`src/rtl/pcs_tx_pkg.sv`:
```
// pcs_tx_pkg: shared encodings, block type and bit-order helper for the 10GBASE-R TX back end
package pcs_tx_pkg;

    localparam logic [1:0] HDR_DATA = 2'b10;
    localparam logic [1:0] HDR_CTRL = 2'b01;

    typedef struct packed {
        logic [1:0]  head;
        logic [63:0] data;
    } blk_t;

    localparam blk_t IDLE_BLOCK = '{head: HDR_CTRL, data: 64'h0000_0000_0000_001E};

    localparam int SCR_TAP_A = 58;
    localparam int SCR_TAP_B = 39;

    // Reverses bit order inside every n-bit lane; n=64 reverses the whole word.
    function automatic logic [63:0] bit_rev(input logic [63:0] w, input int n);
        logic [63:0] r;
        for (int i = 0; i < 64; i++)
            r[i] = w[6'((i / n) * n + n - 1 - i % n)];
        return r;
    endfunction

endpackage

```
`src/rtl/scrambler_58.sv`:
```
// scrambler_58: 64-bit parallel self-synchronous x^58+x^39+1 scrambler, LSB first, with enable and bypass
module scrambler_58
    import pcs_tx_pkg::*;
(
    input  logic        clk_i,
    input  logic        rst_n_i,
    input  logic        en_i,
    input  logic        bypass_i,
    input  logic [63:0] data_i,
    output logic [63:0] data_o
);

    logic [57:0]  state_q, state_d;
    logic [121:0] ext;

    // ext holds the scrambled bit history oldest-first: state, then this word's output bits
    always_comb begin
        ext = {64'b0, state_q};
        for (int i = 0; i < 64; i++)
            ext[58 + i] = data_i[i] ^ ext[58 + i - SCR_TAP_B] ^ ext[58 + i - SCR_TAP_A];
        data_o  = bypass_i ? data_i : ext[121:58];
        state_d = (en_i && !bypass_i) ? ext[121:64] : state_q;
    end

    always_ff @(posedge clk_i) begin
        if (!rst_n_i) state_q <= '1;
        else          state_q <= state_d;
    end

endmodule

```
`src/rtl/pcs_tx_gearbox.sv`:
```
// pcs_tx_gearbox: 10GBASE-R TX block FIFO, idle insertion, scrambler and GT external-sequence gearbox driver
module pcs_tx_gearbox
    import pcs_tx_pkg::*;
#(
    parameter int GT_W       = 32,
    parameter int FIFO_DEPTH = 4,
    parameter bit BIT_REV    = 1'b1
) (
    input  logic            clk_i,
    input  logic            rst_n_i,
    input  logic [63:0]     blk_data_i,
    input  logic [1:0]      blk_head_i,
    input  logic            blk_valid_i,
    output logic            blk_ready_o,
    input  logic            cfg_scr_bypass_i,
    output logic [GT_W-1:0] gt_data_o,
    output logic [5:0]      gt_head_o,
    output logic [6:0]      gt_sequence_o,
    output logic            underflow_o,
    output logic [15:0]     underflow_cnt_o
);

    localparam int         AW      = $clog2(FIFO_DEPTH);
    localparam logic [6:0] PH_LAST = (GT_W == 64) ? 7'd32 : 7'd65;

    blk_t            mem_q [FIFO_DEPTH];
    blk_t            mem_d [FIFO_DEPTH];
    logic [AW:0]     wr_q, wr_d, rd_q, rd_d, fill;
    logic            ready_q, ready_d, armed_q, armed_d, under_q, under_d;
    logic [15:0]     cnt_q, cnt_d;
    logic [6:0]      ph_q, ph_d, ph1_q, ph1_d, seq_q, seq_d, seq_w;
    blk_t            s1_q, s1_d, pop;
    logic [GT_W-1:0] data_q, data_d, word;
    logic [1:0]      head_q, head_d;
    logic            slot, load, empty, wr;
    logic [63:0]     scr_data;

    // ph1_q is the phase of the block held in s1_q; it steers which word leaves next
    if (GT_W == 64) begin : g_w64
        assign slot  = ph_q < 7'd32;
        assign load  = ph1_q < 7'd32;
        assign word  = s1_q.data;
        assign seq_w = ph1_q;
    end else begin : g_w32
        assign slot  = !ph_q[0] && ph_q < 7'd64;
        assign load  = ph1_q < 7'd64;
        assign word  = ph1_q[0] ? s1_q.data[63:32] : s1_q.data[31:0];
        assign seq_w = ph1_q >> 1;
    end

    always_comb begin
        fill  = wr_q - rd_q;
        empty = fill == '0;
        wr    = blk_valid_i && ready_q;
        pop   = empty ? IDLE_BLOCK : mem_q[rd_q[AW-1:0]];
    end

    scrambler_58 u_scr (
        .clk_i    (clk_i),
        .rst_n_i  (rst_n_i),
        .en_i     (slot),
        .bypass_i (cfg_scr_bypass_i),
        .data_i   (pop.data),
        .data_o   (scr_data)
    );

    always_comb begin
        mem_d = mem_q;
        if (wr) mem_d[wr_q[AW-1:0]] = '{head: blk_head_i, data: blk_data_i};
        wr_d    = wr_q + (AW+1)'(wr);
        rd_d    = rd_q + (AW+1)'(slot && !empty);
        ready_d = (wr_d - rd_d) != (AW+1)'(FIFO_DEPTH);
        armed_d = armed_q || wr;
        under_d = slot && empty && armed_q;
        cnt_d   = (under_d && cnt_q != 16'hFFFF) ? cnt_q + 16'd1 : cnt_q;
        ph_d    = (ph_q == PH_LAST) ? '0 : ph_q + 7'd1;
        ph1_d   = ph_q;
        s1_d    = s1_q;
        if (slot) begin
            s1_d.head = BIT_REV ? {pop.head[0], pop.head[1]} : pop.head;
            s1_d.data = BIT_REV ? bit_rev(scr_data, GT_W) : scr_data;
        end
        data_d  = load ? word : data_q;
        head_d  = load ? s1_q.head : head_q;
        seq_d   = seq_w;
    end

    always_ff @(posedge clk_i) begin
        if (!rst_n_i) begin
            mem_q   <= '{default: '0};
            wr_q    <= '0;
            rd_q    <= '0;
            ready_q <= 1'b0;
            armed_q <= 1'b0;
            under_q <= 1'b0;
            cnt_q   <= '0;
            ph_q    <= '0;
            ph1_q   <= '0;
            seq_q   <= '0;
            s1_q    <= '0;
            data_q  <= '0;
            head_q  <= '0;
        end else begin
            mem_q   <= mem_d;
            wr_q    <= wr_d;
            rd_q    <= rd_d;
            ready_q <= ready_d;
            armed_q <= armed_d;
            under_q <= under_d;
            cnt_q   <= cnt_d;
            ph_q    <= ph_d;
            ph1_q   <= ph1_d;
            seq_q   <= seq_d;
            s1_q    <= s1_d;
            data_q  <= data_d;
            head_q  <= head_d;
        end
    end

    assign blk_ready_o     = ready_q;
    assign gt_data_o       = data_q;
    assign gt_head_o       = {4'b0, head_q};
    assign gt_sequence_o   = seq_q;
    assign underflow_o     = under_q;
    assign underflow_cnt_o = cnt_q;

endmodule

```
`config.mk`:
```
export PLATFORM = sky130hd
export DESIGN_NAME = pcs_tx_gearbox
export DESIGN_NICKNAME = d
export VERILOG_FILES = /design/src/rtl/pcs_tx_pkg.sv /design/src/rtl/scrambler_58.sv /design/src/rtl/pcs_tx_gearbox.sv
export SDC_FILE = /design/constraint.sdc
export NUM_CORES = 1
export LEC_CHECK = 0
export BUFFER_PORTS_ARGS = -buffer_cell sky130_fd_sc_hd__buf_2
export CORE_MARGIN = 3
export CORE_UTILIZATION = 30
export DETAILED_ROUTE_END_ITERATION = 10
export GPL_TIMING_DRIVEN = 0
export HOLD_SLACK_MARGIN = 0.03
export RECOVER_POWER = 100
export SLEW_MARGIN = 15
export SYNTH_ARGS = -nofsm -noshare
export SYNTH_HDL_FRONTEND = slang
export SYNTH_SLANG_ARGS = --single-unit
export TNS_END_PERCENT = 30
```
`constraint.sdc`:
```
create_clock -name clk_i -period 3.54 [get_ports clk_i]
set_input_delay 0.531 -clock clk_i [delete_from_list [all_inputs] [get_ports clk_i]]
set_output_delay 0.531 -clock clk_i [all_outputs]
set_load 0.02 [all_outputs]
```
==> Yosys cells after proc, flatten, opt, wreduce, memory -nomap -nowiden <==
Index checks and enable logic that the tools add are counted.
{ "totals": {"regBits": 436, "inputBits": 70, "output_inout_bits": 63, "word_cells": 191} }
{ "classes": {"n_addsub": 6, "order_cmp": 5, "eq_ne": 3, "muxes": 9, "bitwise": 131, "reduce_logical": 14} }
{ "ops": {"columns": ["op", "count"], "rows": [
  ["$bwmux 264", 1],
  ["$mux 66", 4],
  ["$bmux 66 s2", 1],
  ["$demux 66 s2", 1],
  ["$xor 1x1->1", 128],
  ["$mux 32", 2],
  ["$add 16x1->16 const B", 1],
  ["$ne 16x16->1 const B", 1],
  ["$lt 7x7->1 const B", 2],
  ["$logic_and 1x1->1", 8],
  ["$add 7x1->7 const B", 1],
  ["$eq 7x7->1 const B", 1],
  ["$add 3x1->3", 2],
  ["$ge 3x3->1 const B", 2],
  ["$not 2->3", 2],
  ["$sub 3x3->3", 2],
  ["$logic_not 1->1", 3],
  ["$logic_not 3->1", 1],
  ["$lt 3x1->1 const B", 1],
  ["$ne 3x3->1 const B", 1],
  ["$reduce_or 2->1", 1],
  ["$logic_or 1x1->1", 1],
  ["$not 1->1", 1]
]} }

==> Longest topological paths before layout <==
{ "logic_depth": {"word_depth": 9, "mapped_depth": 19, "mapped_depth_nobuf": 14} }

==> Cells and area by module <==
From an unflattened synthesis, not the netlist that was laid out.
{ "hier_totals": {"hier_cells": 2224, "area_unflattened_um2": 19249.7} }
{ "by_module_without_submodules": {"columns": ["module", "n_inst", "cells_per_inst", "area_per_inst_um2", "seq_area_each_um2"], "rows": [
  ["pcs_tx_gearbox", 1, 1739, 15092.0, 7547.2],
  ["scrambler_58", 1, 485, 4157.7, 1161.1]
]} }

==> Worst setup path after synthesis <==
No wires, ideal clock.
{ "synth_timing": {"path_kind": "register to register", "startpoint": "register rd_q[1]", "endpoint": "register ready_q (netlist: blk_ready_o)", "setup_time_ns": 0.133, "arrival_ns": 3.208, "required_ns": 3.407, "path_slack_ns": 0.199, "stages_incl_launch_ff": 20, "path_buffers": 5, "period_less_slack_ns": 3.341, "cell_sequence": "dfxtp_1 -> buf_2 -> buf_2 -> buf_4 -> inv_1 -> ha_1 -> nor2b_1 -> xnor2_2 -> buf_6 -> nor2_2 -> buf_2 -> nor2_1 -> ha_1 -> ha_1 -> inv_1 -> ha_1 -> nor2b_1 -> xnor2_1 -> xnor2_1 -> a31oi_1"} }
{ "synth_between": {"elab_chain_cells": 7} }
{ "synth_rtl": {"columns": ["element", "line", "text"], "rows": [
  ["from (decl)", "pcs_tx_gearbox.sv:28", "logic [AW:0] wr_q, wr_d, rd_q, rd_d, fill;"],
  ["from (signal assigned)", "pcs_tx_gearbox.sv:106", "rd_q <= rd_d;"],
  ["$sub 3x3->3", "pcs_tx_gearbox.sv:52", "fill = wr_q - rd_q;"],
  ["$logic_not 3->1", "pcs_tx_gearbox.sv:53", "empty = fill == '0;"],
  ["$logic_not 1->1", "pcs_tx_gearbox.sv:71", "rd_d = rd_q + (AW+1)'(slot && !empty);"],
  ["$logic_and 1x1->1", "pcs_tx_gearbox.sv:71", null],
  ["$add 3x1->3 *", "pcs_tx_gearbox.sv:71", null],
  ["via rd_d[1]", "pcs_tx_gearbox.sv:28", null],
  ["$sub 3x3->3 *", "pcs_tx_gearbox.sv:72", "ready_d = (wr_d - rd_d) != (AW+1)'(FIFO_DEPTH);"],
  ["$ne 3x3->1 *", "pcs_tx_gearbox.sv:72", null],
  ["to (signal assigned)", "pcs_tx_gearbox.sv:107", "ready_q <= ready_d;"],
  ["to (decl)", "pcs_tx_gearbox.sv:29", "logic ready_q, ready_d, armed_q, armed_d, under_q, under_d;"]
]} }
The timed path passes the listed nets; every way through them passes the cells marked *.
A chain may end at the register's enable or synchronous reset.

==> Worst setup path after layout <==
Ends and elaborated chain as after synthesis.

==> results.yml <==
status:
  outcome: "finished clean"
power_and_ir_drop:
  leakage_nw: 7.60
  seqPwrFrac_pct: 37.3
  comb_power_share_pct: 29.8
  total_power_mw: 15.2
  p_per_area_nw_per_um2: 694
  p_int_mw: 10.0
  clkPwrFrac_pct: 32.9
  switching_share_pct: 34.3
  irDropWorstVdd_v: 0.000316
  p_sw_mw: 5.23
clock_tree:
  cts_made_buffers: 47
  path_clk_slew_ns: 0.06
  ctsRootBufferMaster: "clkbuf_16"
  clock-sinks: 435
  insertion_delay_ns: 0.59
  cts_tree: "built"
  ctsHoldBuffers: 0
  cts_buffer_depth: 3
  h-tree-depth: 2
grt:
  grt_first_pass_wirelength_um: 94300
  grt_max_degree: 15
  grt_usage_pct: 18.5
  gr-total-overflow: 0
  antenna_found_initial: 6
  grt_pass1_vias: 15502
timing:
  tightest_slew_ns: 1.11
  maxSlewViolCount: 0
  min_period_over_period_pct: 93.8
  max_freq_mhz: 301
  slew_headroom_pct: 25.4
  setup_viol: 0
  setup_tns_ns: 0
  hold_slack_ns: 0.205
  fin_crit_ns: 3.32
  hold_viol_final: 0
  clock_skew_ns: 0.0241
min_path:
  holdCritPathClass: "in -> reg"
worst_setup_path:
  r2r_end: "blk_ready_o"
  criticalPathCategory: "reg -> reg"
  path_common_cell: "ha_1"
  worstPathArrival_ns: 3.74
  slowest_delay_ns: 0.42
  worstSetupStartpoint: "rd_q[1]"
  required_ns: 3.96
  cp-start-kind: "register"
  endpoint: "blk_ready_o"
  r2r_start: "rd_q[1]"
  r2r_slack_ns: 0.22
  endpoint_kind: "register"
  worstPathCellList: "buf_12 -> inv_1 -> ha_1 -> nor2b_1 -> xnor2_2 -> buf_6 -> nor2_2 -> buf_4 -> nor2_1 -> ha_1 -> ha_1 -> inv_1 -> ha_1 -> nor2b_1 -> xnor2_1 -> xnor2_1 -> a31oi_1"
  rr_worst_depth: 17
  cp_max_fo: 14
  slowest_stage: "dfxtp_4"
logic_synthesis:
  synth_area_um2: 18800
  syn_avg_cell_area_um2: 8.74
  async_flop_share_pct: 0
  synth_ff_type: "dfxtp_1"
  synth_edf_count: 0
  syn_inst: 2145
  ys_ff_latch: 435
  yosysWarningCount: 0
  ys_types: 54
  yosysSeqAreaShare_pct: 46.4
die:
  fp.dieH_um: 256
  die_w_um: 256
  coreArea_um2: 61800
  rows: 91
  die_area_um2: 65500
  ios: 133
  start_util_pct: 30.3
placement:
  port_buffers: 126
  dpl.hpwl_um: 46600
  dpl_cell_area_um2: 20400
  globalplace.congestion: 0.932
route:
  avgViaCountPerCell: 5.01
  ant_nets: 0
  via_count: 16051
  drt-wirelength-per-cell_um: 19.6
  first_iter_violations: 1521
  drc: 0
  drt_pass1_iterations: 5
  routed_wl_um: 62800
flow_run:
  max-cap-violations: 0
finish:
  stdcell_area_um2: 22000
  final_core_util_pct: 35.5
  areaGrowthSynthToFinish_pct: 17.2
  nets: 2406
  drive_above_1_share_pct: 10.6
[stage by stage]
step	std cells	setup slack, ns
floorplan	2149	0.199
global placement	3112	-0.874
detailed placement	3112	-0.886
CTS	3195	0.0191
global route	3198	-0.000402
finish	3201	0.220
[repair_timing]
action,in CTS,in global routing
cloned,1,0
resized for setup,6,5
setup endpoints to repair,6,1
pin swaps,0,1
setup buffers,0,2
endpoints found under the hold margin,0,0
[flip-flops by register name, summed over array words and instances (netlist names), 2 cells and up]
name and flops:
u_scr.state_q 58, s1_q 34, ph1_d 7, gt_data_o 32, head_q 2, gt_sequence_o 6
wr_q 3, mem_q 264, underflow_cnt_o 16, rd_q 3, ph1_q 7
[critical path: cells and delay by family (launching register included)]
family	cells	cell delay, ns
buffers and inverters	5	0.70
xor gates and xnor gates	3	0.47
DFF	1	0.42
adders and majority gates	4	0.83
and+or+nand+nor	4	0.60
AOI/OAI and AO/OA	1	0.11
[power groups by stage]
stage                     registers, mW  logic (mW)  clock network, mW
after floorplan                    5.71        3.12                  0
after global placement             5.77        4.43                  0
after detailed placement           5.79        4.48                  0
after CTS                          5.69        4.53               5.11
after global routing               5.74        4.87               5.28
final                              5.69        4.55               5.01
[cells in the mapped netlist, types with 9 or more instances]
library cell,instances,area (um2)
nand2_1,588,2210
dfxtp_1,435,8710
a21oi_1,283,1420
nor2_1,132,495
clkbuf_1,119,447
xnor2_1,100,876
xor2_1,86,753
mux4_2,65,1460
o21ai_0,33,165
a22o_1,32,280
o21ai_1,30,150
o211ai_1,28,210
nor3_1,21,105
and2_1,18,113
nand3_1,15,75.1
a211oi_1,13,97.6
nand2b_1,13,81.3
buf_1,12,45.0
buf_2,11,55.1
ha_1,11,138
and3_1,10,62.6
buf_4,9,67.6
buf_6,9,101
[kinds of logic (layout without fill, tap and decap cells)]
kind of cell             count (synthesis)  after routing  share of synthesized area (%)
flip-flops                             435            435                           46.4
buffers and inverters                  169            380                           4.08
adder cells (fa/ha/maj)                 11             11                          0.734
AND/OR/NAND/NOR                        829            829                           18.1
multiplexers                            70             70                           8.16
other                                    1              9                         0.0200
XOR/XNOR                               191            191                           9.12
AO/OA/AOI/OAI                          439            439                           13.3
[placed cells by master, fill, tap and decap left out, types with 7 or more instances in the layout]
| cell | Yosys | final |
|---|---|---|
| nand3_1 | 15 | 15 |
| and2_0 | 0 | 7 |
| buf_6 | 9 | 7 |
| ha_1 | 11 | 11 |
| xnor2_1 | 100 | 100 |
| buf_4 | 9 | 11 |
| buf_1 | 12 | 10 |
| clkbuf_8 | 0 | 7 |
| o211ai_1 | 28 | 28 |
| and3_1 | 10 | 10 |
| clkbuf_1 | 119 | 193 |
| nand2_1 | 588 | 587 |
| nand2b_1 | 13 | 13 |
| mux4_2 | 65 | 65 |
| buf_2 | 11 | 75 |
| a211oi_1 | 13 | 13 |
| o21ai_1 | 30 | 29 |
| o21ai_0 | 33 | 34 |
| a22o_1 | 32 | 32 |
| xor2_1 | 86 | 86 |
| a21oi_1 | 283 | 283 |
| clkbuf_16 | 0 | 49 |
| inv_1 | 8 | 8 |
| and2_1 | 18 | 11 |
| dfxtp_1 | 435 | 433 |
| nor2_1 | 132 | 132 |
| nor3_1 | 21 | 21 |
[how the worst min path moves through the flow]
stage / startpoint / endpoint / slack (ns) / cells after the start
2_1_floorplan: ph1_q[1] / gt_sequence_o[0] / 0.41 / 1
6_report: blk_data_i[42] / mem_q[174] / 0.21 / 3
5_1_grt: blk_data_i[43] / mem_q[241] / 0.20 / 3
3_3_place_gp: ph1_q[1] / gt_sequence_o[0] / 0.42 / 1
4_1_cts: blk_data_i[26] / mem_q[92] / 0.17 / 3
3_5_place_dp: ph1_q[1] / gt_sequence_o[0] / 0.42 / 1
[layer usage]
layer	vias to the layer above	share of wire (%)	global-route usage, %	routed length, um
li1	7560	-	-	-
met1	7738	43	25.0	27100
met2	645	47	30.5	29300
met3	106	7.7	3.07	4850
met4	2	2.6	5.43	1610
met5	-	0.032	0	20
[layout make-up]
class / instances / area, um2
flip-flops and latches: 435 / 8710
well taps: 837 / 1050
multi-input cells: 1545 / 9280
plain buffers: 159 / 726
repair buffers: 129 / 606
clock buffers: 68 / 1370
diodes: 4 / 10.0
fillers: 6316 / 39900
clock inverters: 16 / 191
inverters: 8 / 30.0
Power figures use the tool's default switching activity.
